[src/rtl/memcpy_pkg.sv]
// Shared types and encodings for the memcpy sequencer.
package memcpy_pkg;

  typedef enum logic [2:0] {
    IDLE  = 3'd0,
    LOAD  = 3'd1,
    LATCH = 3'd2,
    STORE = 3'd3,
    DONE  = 3'd4
  } state_t;

  // Load/store width encodings shared with the datapath controls.
  localparam logic [1:0] LS_BYTE = 2'b00;
  localparam logic [1:0] LS_HALF = 2'b01;
  localparam logic [1:0] LS_WORD = 2'b10;

  localparam int WORD_BYTES = 4;

endpackage

[src/rtl/memcpy_step.sv]
// Element chooser: picks word or byte for the next transfer and forms
// the source/destination element addresses. Purely combinational.
module memcpy_step
  import memcpy_pkg::*;
#(
  parameter int ADDR_W = 32,
  parameter int LEN_W  = 7
) (
  input  logic [ADDR_W-1:0] src,
  input  logic [ADDR_W-1:0] dst,
  input  logic [LEN_W-1:0]  len,
  input  logic [LEN_W-1:0]  rem,
  input  logic              backward,
  input  logic              byte_only,
  output logic [LEN_W-1:0]  size,
  output logic [ADDR_W-1:0] src_elem_addr,
  output logic [ADDR_W-1:0] dst_elem_addr
);

  logic [LEN_W-1:0] fwd_off;
  logic [LEN_W-1:0] word_off;
  logic [LEN_W-1:0] byte_off;
  logic [LEN_W-1:0] off;
  logic [1:0]       src_lo;
  logic [1:0]       dst_lo;
  logic             use_word;

  // Backward copies walk from the top; a word there starts 4 bytes below rem.
  always_comb begin
    fwd_off       = len - rem;
    word_off      = backward ? rem - LEN_W'(WORD_BYTES) : fwd_off;
    byte_off      = backward ? rem - LEN_W'(1) : fwd_off;
    src_lo        = src[1:0] + word_off[1:0];
    dst_lo        = dst[1:0] + word_off[1:0];
    use_word      = !byte_only && (rem >= LEN_W'(WORD_BYTES)) &&
                    (src_lo == 2'b00) && (dst_lo == 2'b00);
    off           = use_word ? word_off : byte_off;
    size          = use_word ? LEN_W'(WORD_BYTES) : LEN_W'(1);
    src_elem_addr = src + ADDR_W'(off);
    dst_elem_addr = dst + ADDR_W'(off);
  end

endmodule

[src/rtl/memcpy_engine.sv]
// Multi-cycle memmove sequencer driving the data-memory port.
// Each element costs LOAD (read), LATCH (capture data), STORE (write).
module memcpy_engine
  import memcpy_pkg::*;
#(
  parameter int ADDR_W = 32,
  parameter int LEN_W  = 7,
  parameter int DATA_W = 32
) (
  input  logic              clk,
  input  logic              rst,
  input  logic              start,
  input  logic [ADDR_W-1:0] src_addr,
  input  logic [ADDR_W-1:0] dst_addr,
  input  logic [LEN_W-1:0]  len,
  input  logic              byte_only,
  output logic              busy,
  output logic              done,
  output logic [LEN_W-1:0]  count_out,
  output logic [ADDR_W-1:0] mem_addr,
  output logic              mem_read,
  output logic              mem_write,
  output logic [1:0]        mem_ls_type,
  output logic              mem_load_unsigned,
  output logic [DATA_W-1:0] mem_write_data,
  input  logic [DATA_W-1:0] mem_read_data
);

  state_t            state;
  logic [ADDR_W-1:0] src_q, dst_q, dst_elem_q;
  logic [LEN_W-1:0]  len_q, rem_q, size_q;
  logic              bwd_q, bo_q;
  logic [DATA_W-1:0] latch_q;

  logic              idle;
  logic              bwd_in;
  logic [LEN_W-1:0]  rem_next;
  logic [ADDR_W-1:0] s_src, s_dst;
  logic [LEN_W-1:0]  s_len, s_rem;
  logic              s_bwd, s_bo;
  logic [LEN_W-1:0]  step_size;
  logic [ADDR_W-1:0] step_src, step_dst;
  logic [1:0]        step_ls;

  assign mem_load_unsigned = 1'b1;
  assign mem_write_data    = latch_q;

  // The chooser looks at the element that the next LOAD will issue: from the
  // ports when starting, from the post-STORE remainder otherwise.
  always_comb begin
    idle     = (state == IDLE);
    bwd_in   = ({1'b0, dst_addr} > {1'b0, src_addr}) &&
               ({1'b0, dst_addr} < ({1'b0, src_addr} + (ADDR_W+1)'(len)));
    rem_next = rem_q - size_q;
    s_src    = idle ? src_addr  : src_q;
    s_dst    = idle ? dst_addr  : dst_q;
    s_len    = idle ? len       : len_q;
    s_rem    = idle ? len       : rem_next;
    s_bwd    = idle ? bwd_in    : bwd_q;
    s_bo     = idle ? byte_only : bo_q;
    step_ls  = (step_size == LEN_W'(WORD_BYTES)) ? LS_WORD : LS_BYTE;
  end

  memcpy_step #(.ADDR_W(ADDR_W), .LEN_W(LEN_W)) u_step (
    .src           (s_src),
    .dst           (s_dst),
    .len           (s_len),
    .rem           (s_rem),
    .backward      (s_bwd),
    .byte_only     (s_bo),
    .size          (step_size),
    .src_elem_addr (step_src),
    .dst_elem_addr (step_dst)
  );

  // Sequencer with registered port outputs; strobes default low each cycle.
  always_ff @(posedge clk) begin
    if (rst) begin
      state       <= IDLE;
      busy        <= 1'b0;
      done        <= 1'b0;
      mem_read    <= 1'b0;
      mem_write   <= 1'b0;
      count_out   <= '0;
      mem_addr    <= '0;
      mem_ls_type <= LS_BYTE;
      latch_q     <= '0;
      src_q       <= '0;
      dst_q       <= '0;
      dst_elem_q  <= '0;
      len_q       <= '0;
      rem_q       <= '0;
      size_q      <= '0;
      bwd_q       <= 1'b0;
      bo_q        <= 1'b0;
    end else begin
      done      <= 1'b0;
      mem_read  <= 1'b0;
      mem_write <= 1'b0;
      case (state)
        IDLE: if (start) begin
          count_out <= '0;
          if (len != '0) begin
            src_q       <= src_addr;
            dst_q       <= dst_addr;
            len_q       <= len;
            rem_q       <= len;
            bwd_q       <= bwd_in;
            bo_q        <= byte_only;
            size_q      <= step_size;
            dst_elem_q  <= step_dst;
            mem_addr    <= step_src;
            mem_ls_type <= step_ls;
            mem_read    <= 1'b1;
            busy        <= 1'b1;
            state       <= LOAD;
          end else begin
            done  <= 1'b1;
            state <= DONE;
          end
        end
        LOAD: state <= LATCH;
        LATCH: begin
          latch_q   <= mem_read_data;
          mem_addr  <= dst_elem_q;
          mem_write <= 1'b1;
          state     <= STORE;
        end
        STORE: begin
          rem_q     <= rem_next;
          count_out <= count_out + size_q;
          if (rem_next == '0) begin
            done  <= 1'b1;
            busy  <= 1'b0;
            state <= DONE;
          end else begin
            size_q      <= step_size;
            dst_elem_q  <= step_dst;
            mem_addr    <= step_src;
            mem_ls_type <= step_ls;
            mem_read    <= 1'b1;
            state       <= LOAD;
          end
        end
        DONE:    state <= IDLE;
        default: state <= IDLE;
      endcase
    end
  end

endmodule

[config.mk]
export PLATFORM = sky130hd
export DESIGN_NAME = memcpy_engine
export DESIGN_NICKNAME = d
export VERILOG_FILES = /design/src/rtl/memcpy_pkg.sv /design/src/rtl/memcpy_step.sv /design/src/rtl/memcpy_engine.sv
export SDC_FILE = /design/constraint.sdc
export NUM_CORES = 1
export LEC_CHECK = 0
export ABC_AREA = 1
export BUFFER_PORTS_ARGS = -buffer_cell sky130_fd_sc_hd__buf_2
export CELL_PAD_IN_SITES_DETAIL_PLACEMENT = 2
export CELL_PAD_IN_SITES_GLOBAL_PLACEMENT = 2
export CORE_UTILIZATION = 34
export CTS_CLUSTER_SIZE = 28
export DETAILED_ROUTE_END_ITERATION = 12
export HOLD_SLACK_MARGIN = 0.03
export PLACE_DENSITY_LB_ADDON = 0.12
export SLEW_MARGIN = 10
export SYNTH_ARGS = -nofsm -noshare
export SYNTH_HDL_FRONTEND = slang
export SYNTH_SLANG_ARGS = --single-unit
[constraint.sdc]
create_clock -name clk -period 10.8 [get_ports clk]
set_input_delay 1.08 -clock clk [delete_from_list [all_inputs] [get_ports clk]]
set_output_delay 1.08 -clock clk [all_outputs]
set_load 0.03 [all_outputs]
==> Yosys cells after proc, flatten, opt, wreduce, memory -nomap -nowiden <==
Index checks and enable logic that the tools add are counted.
{ "word_totals": {"register_bits": 199, "latchBits": 0, "ram_bits": 0, "romBits": 0, "inputBits": 107, "out_inout_bits": 78, "mem_count": 0} }
{ "classes": {"add_sub_neg": 10, "n_mul": 0, "div_mod_pow": 0, "order_cmp": 3, "eq_ne": 8, "shift": 0, "muxes": 49, "bitwise": 0, "n_reduce_logical": 18} }
{ "op_table": {"columns": ["cell", "n"], "rows": [
  ["$mux 32", 8],
  ["$pmux 32 s3", 1],
  ["$mux 7", 11],
  ["$add 32x7->32", 2],
  ["$pmux 32 s2", 1],
  ["$pmux 7 s2", 3],
  ["$add 32x7->33", 1],
  ["$lt 32x33->1", 1],
  ["$gt 32x32->1", 1],
  ["$sub 7x7->7", 2],
  ["$mux 1", 12],
  ["$mux 3", 4],
  ["$pmux 3 s4", 1],
  ["$reduce_and 4->1", 3],
  ["$mux 2", 4],
  ["$add 7x7->7", 1],
  ["$eq 7x3->1 const B", 1],
  ["$ge 7x3->1 const B", 1],
  ["$logic_not 7->1", 1],
  ["$reduce_bool 7->1", 1],
  ["$sub 7x1->7 const B", 1],
  ["$sub 7x3->7 const B", 1],
  ["$eq 3x2->1 const B", 2],
  ["$ne 2x2->1 const B", 3],
  ["other kinds (13)", 21]
]} }

==> Depth between registers and ports, before layout <==
{ "logic_depth": {"word_depth": 15, "ltp_mapped": 56, "mapped_depth_nobuf": 55} }

==> Hierarchy <==
Synthesis repeated with hierarchy kept, for this count alone.
{ "hier_totals": {"cells_unflattened": 2229, "hier_area_um2": 14247.4} }
{ "modules_own_cells": {"columns": ["mod", "instances", "cells_each", "area_each_um2", "seq_area_each_um2"], "rows": [
  ["memcpy_engine", 1, 1644, 11155.7, 3963.8],
  ["memcpy_step", 1, 585, 3091.7, 0.0]
]} }

==> Worst setup path before layout <==
No wires, ideal clock.
{ "synth_timing": {"kind": "input to register", "startpoint": "input port src_addr[4]", "endpoint": "register mem_addr[31]", "setup_time_ps": 132, "arrival_time_ps": 7460, "required_ps": 10668, "setup_slack_ps": 3208, "path_stages": 49, "path_cell_list": "ha_1 -> nand2_1 -> o21ai_1 -> nor2_1 -> o21ai_1 -> nand3_1 -> nor3_2 -> nand2_1 -> nor4_1 -> inv_1 -> nor2_1 -> nand4_1 -> nor2_1 -> nand4_1 -> nor3_1 -> nand3_1 -> nor2_1 -> xor2_1 -> (+13 left out) -> inv_1 -> nor3_1 -> o31ai_1 -> inv_1 -> ha_1 -> nand3_1 -> and2_0 -> inv_1 -> nand3_1 -> nand2_2 -> nand3_2 -> nand2_1 -> buf_4 -> nand3_1 -> nand2_1 -> nand3_1 -> nand2_1 -> a21oi_1"} }
{ "synth_between": {"elab_chain_len": 14} }
{ "synth_rtl": {"columns": ["item", "line", "text"], "rows": [
  ["start, declared", "memcpy_engine.sv:13", "input logic [ADDR_W-1:0] src_addr,"],
  ["$add 32x7->33", "memcpy_engine.sv:53", "({1'b0, dst_addr} < ({1'b0, src_addr} + (ADDR_W+1)'(len)));"],
  ["$lt 32x33->1", "memcpy_engine.sv:53", null],
  ["$logic_and 1x1->1", "memcpy_engine.sv:52", "bwd_in = ({1'b0, dst_addr} > {1'b0, src_addr}) &&"],
  ["$mux 1", "memcpy_engine.sv:59", "s_bwd = idle ? bwd_in : bwd_q;"],
  ["$mux 7", "memcpy_step.sv:31", "word_off = backward ? rem - LEN_W'(WORD_BYTES) : fwd_off;"],
  ["$add 2x2->2", "memcpy_step.sv:33", "src_lo = src[1:0] + word_off[1:0];"],
  ["$logic_not 2->1", "memcpy_step.sv:36", "(src_lo == 2'b00) && (dst_lo == 2'b00);"],
  ["$logic_and 1x1->1", "memcpy_step.sv:35", "use_word = !byte_only && (rem >= LEN_W'(WORD_BYTES)) &&"],
  ["$logic_and 1x1->1", "memcpy_step.sv:36", null],
  ["$mux 7", "memcpy_step.sv:37", "off = use_word ? word_off : byte_off;"],
  ["$add 32x7->32 *", "memcpy_step.sv:39", "src_elem_addr = src + ADDR_W'(off);"],
  ["$mux 32", "memcpy_engine.sv:103", "if (len != '0) begin"],
  ["$mux 32", "memcpy_engine.sv:101", "IDLE: if (start) begin"],
  ["$pmux 32 s3 *", "memcpy_engine.sv:100", "case (state)"],
  ["end signal, assigned", "memcpy_engine.sv:112", "mem_addr <= step_src;"],
  ["end signal, assigned", "memcpy_engine.sv:125", "mem_addr <= dst_elem_q;"],
  ["end signal, assigned", "memcpy_engine.sv:139", "mem_addr <= step_src;"],
  ["end, declared", "memcpy_engine.sv:20", "output logic [ADDR_W-1:0] mem_addr,"]
]} }
Every way passes the cells marked *; elsewhere a longest branch is shown, timed or not. The select of a mux whose other input is x is not followed.
A chain may end at the register's enable or synchronous reset.

==> Final worst setup path <==
{ "layout_timing": {"startpoint": "input port len[4]", "endpoint": "register mem_addr[9]"} }
{ "layout_between": {"elab_chain_len": 14} }
{ "layout_rtl": {"columns": ["item", "line", "text"], "rows": [
  ["start, declared", "memcpy_engine.sv:15", "input logic [LEN_W-1:0] len,"],
  ["$add 32x7->33", "memcpy_engine.sv:53", null],
  ["$lt 32x33->1", "memcpy_engine.sv:53", null],
  ["$logic_and 1x1->1", "memcpy_engine.sv:52", null],
  ["$mux 1", "memcpy_engine.sv:59", null],
  ["$mux 7", "memcpy_step.sv:31", null],
  ["$add 2x2->2", "memcpy_step.sv:33", null],
  ["$logic_not 2->1", "memcpy_step.sv:36", null],
  ["$logic_and 1x1->1", "memcpy_step.sv:35", null],
  ["$logic_and 1x1->1", "memcpy_step.sv:36", null],
  ["$mux 7", "memcpy_step.sv:37", null],
  ["$add 32x7->32", "memcpy_step.sv:39", null],
  ["$mux 32", "memcpy_engine.sv:103", null],
  ["$mux 32", "memcpy_engine.sv:101", null],
  ["$pmux 32 s3", "memcpy_engine.sv:100", null]
]} }
Several ways; a longest one is shown, not always the timed one. The select of a mux whose other input is x is not followed.

==> metrics.txt <==
layout net count=2438; status=finished, final reports clean; detailed-route DRC error count=0; gpl congestion=0.879; Comb power frac=49.5%; Clk Latency, worst-skew pair=470 ps; share of cells above drive strength 1=14.0%; sequential share of the synthesized area=28.4%; Async SR Flop Fraction=0%; Crit path top cell by count=nand2_1; vias post-DR=14500; CTS tree=yes; Final Cycle Share=83.7%; Clk pwr share=22.1%; cell-internal power=1.60 mW; Clock Skew=13.1 ps; CTS Sinks=192; total wire length=54.8 mm; Syn Inst Count=2102; final setup TNS=0 ps; Yosys Warn Count=0; RSZ-0062 raised after global routing=false; antenna cell count=0; Post-Layout Cell Count=2760; number of global-route vias before repair=15700; die height=202 um; Setup crit start kind=primary input; antenna violations before repair=0; dpl cells=2728; First-pass DRT Iterations=4; postcts setup bufs=0; Sw Pwr=1.44 mW; crit path capture type=flop; Vias/cell=5.27; Post-CTS Hold Fix Bufs=0; synthesized area=13500 sq um; WL per Instance=19.8 um; commonest register cell after synthesis=dfxtp_1; pwr dens=197 nW/um^2; # setup viols final=0; largest buffer count on any clock path=2; max-slew violation count=0; Max Fclk=0.111 GHz; Max transition margin=17.5%; Detailed Place HPWL=43.1 mm; initial DRC count=531; Seq cells post-synth=192; Worst-Margin Slew=1220 ps; die width=202 um; Worst path top cell family by delay=simple AND/OR/NAND/NOR gates; gr usage total=27.3%; Arrival @ worst endpoint=9360 ps; IO Pins=185; maxcap violations=0; switching share of power=47.4%; crit path kind=in2reg; P_leak=7.57 nW; largest net degree at the start of global routing=118; Min Hold Slack=465 ps; library cells used by synthesis=57; H-tree Lvls=4; Reg power frac=28.5%; Initial Util=34.7%; PortBufs=182; syn avg cell area=6.44 sq um; Pwr Total=3.04 mW; CP max stage cell=a2111oi_0; Root Buffer=clkbuf_16; post-CTS resize count=0; final core utilization=39.6%; Net Count, Synth=2311; worst hold path class=reg2reg; Detail Route Antenna Nets=0; Critical Path Max Stage Delay=420 ps; WP buf/inv=6; first-pass GRT wire length=86.6 mm; Final Hold Fails=0; most frequent cells in the layout=nand2_1 (419), nor2_1 (279), inv_1 (251), o21ai_0 (216), dfxtp_1 (192); Die ar.=40600 sq um; CTS buffer count=17; Post-synth EDFFs=0; GRT Residual Overflow=0; Peak VDD IR=122 uV; Layout area overhead=14.1%; Reg clk slew, reported paths=80 ps; Tmin final=9040 ps; Core ar.=39000 sq um; CP required=11120 ps; most common cell after layout, fill and taps aside=nand2_1; site row count=72; critical path fanouts, max=13
-- synth_stat cells (all sizes together), types with 28 or more instances --
library cell,n,area (sq um)
ha,98,1230
o21ai,234,1190
or2,28,178
nor2,286,1100
xor2,39,349
dfxtp,192,3840
inv,266,998
nand4,31,200
clkbuf,72,270
nand2,436,1700
nand3,134,731
a21oi,150,758
-- through the flow --
stage,worst slack (ps),instance area (sq um)
5_1_grt,828,15400
3_3_place_gp,1910,14900
6_report,1760,15400
2_1_floorplan,3210,13500
3_5_place_dp,1280,14900
4_1_cts,1750,15400
-- cell type report --
| class | instances | area (sq um) |
|---|---|---|
| Fill cell | 4889 | 23600 |
| Multi-Input combinational cell | 1556 | 8350 |
| Sequential cell | 192 | 3840 |
| Timing Repair Buffer | 195 | 1010 |
| Inverter | 267 | 1000 |
| Tap cell | 518 | 648 |
| Clock buffer | 19 | 453 |
| Clock inverter | 13 | 139 |
-- worst reg2reg max path: cells and delay by family, from the launching register on --
family          cells  cell delay [ps]
compound gates      5             1300
fa+ha+maj           2              670
buf+inv             7             1450
flops               1              340
simple gates       16             2260
-- logic make-up (layout without fill, tap and decap cells) --
| family | after synthesis | in the layout | share of synthesized area, % |
|---|---|---|---|
| compound gates | 441 | 441 | 17.6 |
| xor+xnor | 51 | 51 | 3.35 |
| fa+ha+maj | 102 | 102 | 9.65 |
| buf+inv | 354 | 494 | 10.1 |
| flops | 192 | 192 | 28.4 |
| other cells | 2 | 2 | 0.0555 |
| simple gates | 960 | 960 | 30.9 |
-- path summary, 6_finish.rpt --
path | start | to | slack, ps | depth (start not counted)
worst max-delay path | len[4] | mem_addr[9] | 1760 | 49
worst min-delay path | mem_addr[14] | mem_addr[14] | 470 | 2
worst max register to register | state[2] | mem_addr[9] | 4640 | 30
worst min register to register | mem_addr[14] | mem_addr[14] | 470 | 2
-- state kept, by name, indices dropped and copies added (netlist names), 2 cells and up --
signal and flops:
len_q 7, rem_q 7, dst_elem_q 32, count_out 7
state 3, mem_addr 32, dst_q 32, mem_write_data 32
size_q 2, src_q 32
-- metal layers --
layer,wire length (um),part of all wire [%],global-route usage (%),vias up
met1,23500,43,31.3,7175
li1,-,-,-,7096
met2,28200,51,50.9,187
met3,926,1.7,2.56,81
met4,2140,3.9,11.7,0
met5,0,0,0,-
-- power by group through the flow --
stage / combinational (mW) / sequential, mW / clock (mW)
6_report: 1.50 / 0.864 / 0.671
5_1_grt: 1.67 / 0.875 / 0.713
4_1_cts: 1.52 / 0.865 / 0.689
3_5_place_dp: 1.50 / 0.880 / 0
3_3_place_gp: 1.44 / 0.875 / 0
2_1_floorplan: 0.963 / 0.947 / 0
No activity file was read; power rests on OpenSTA's default activity.
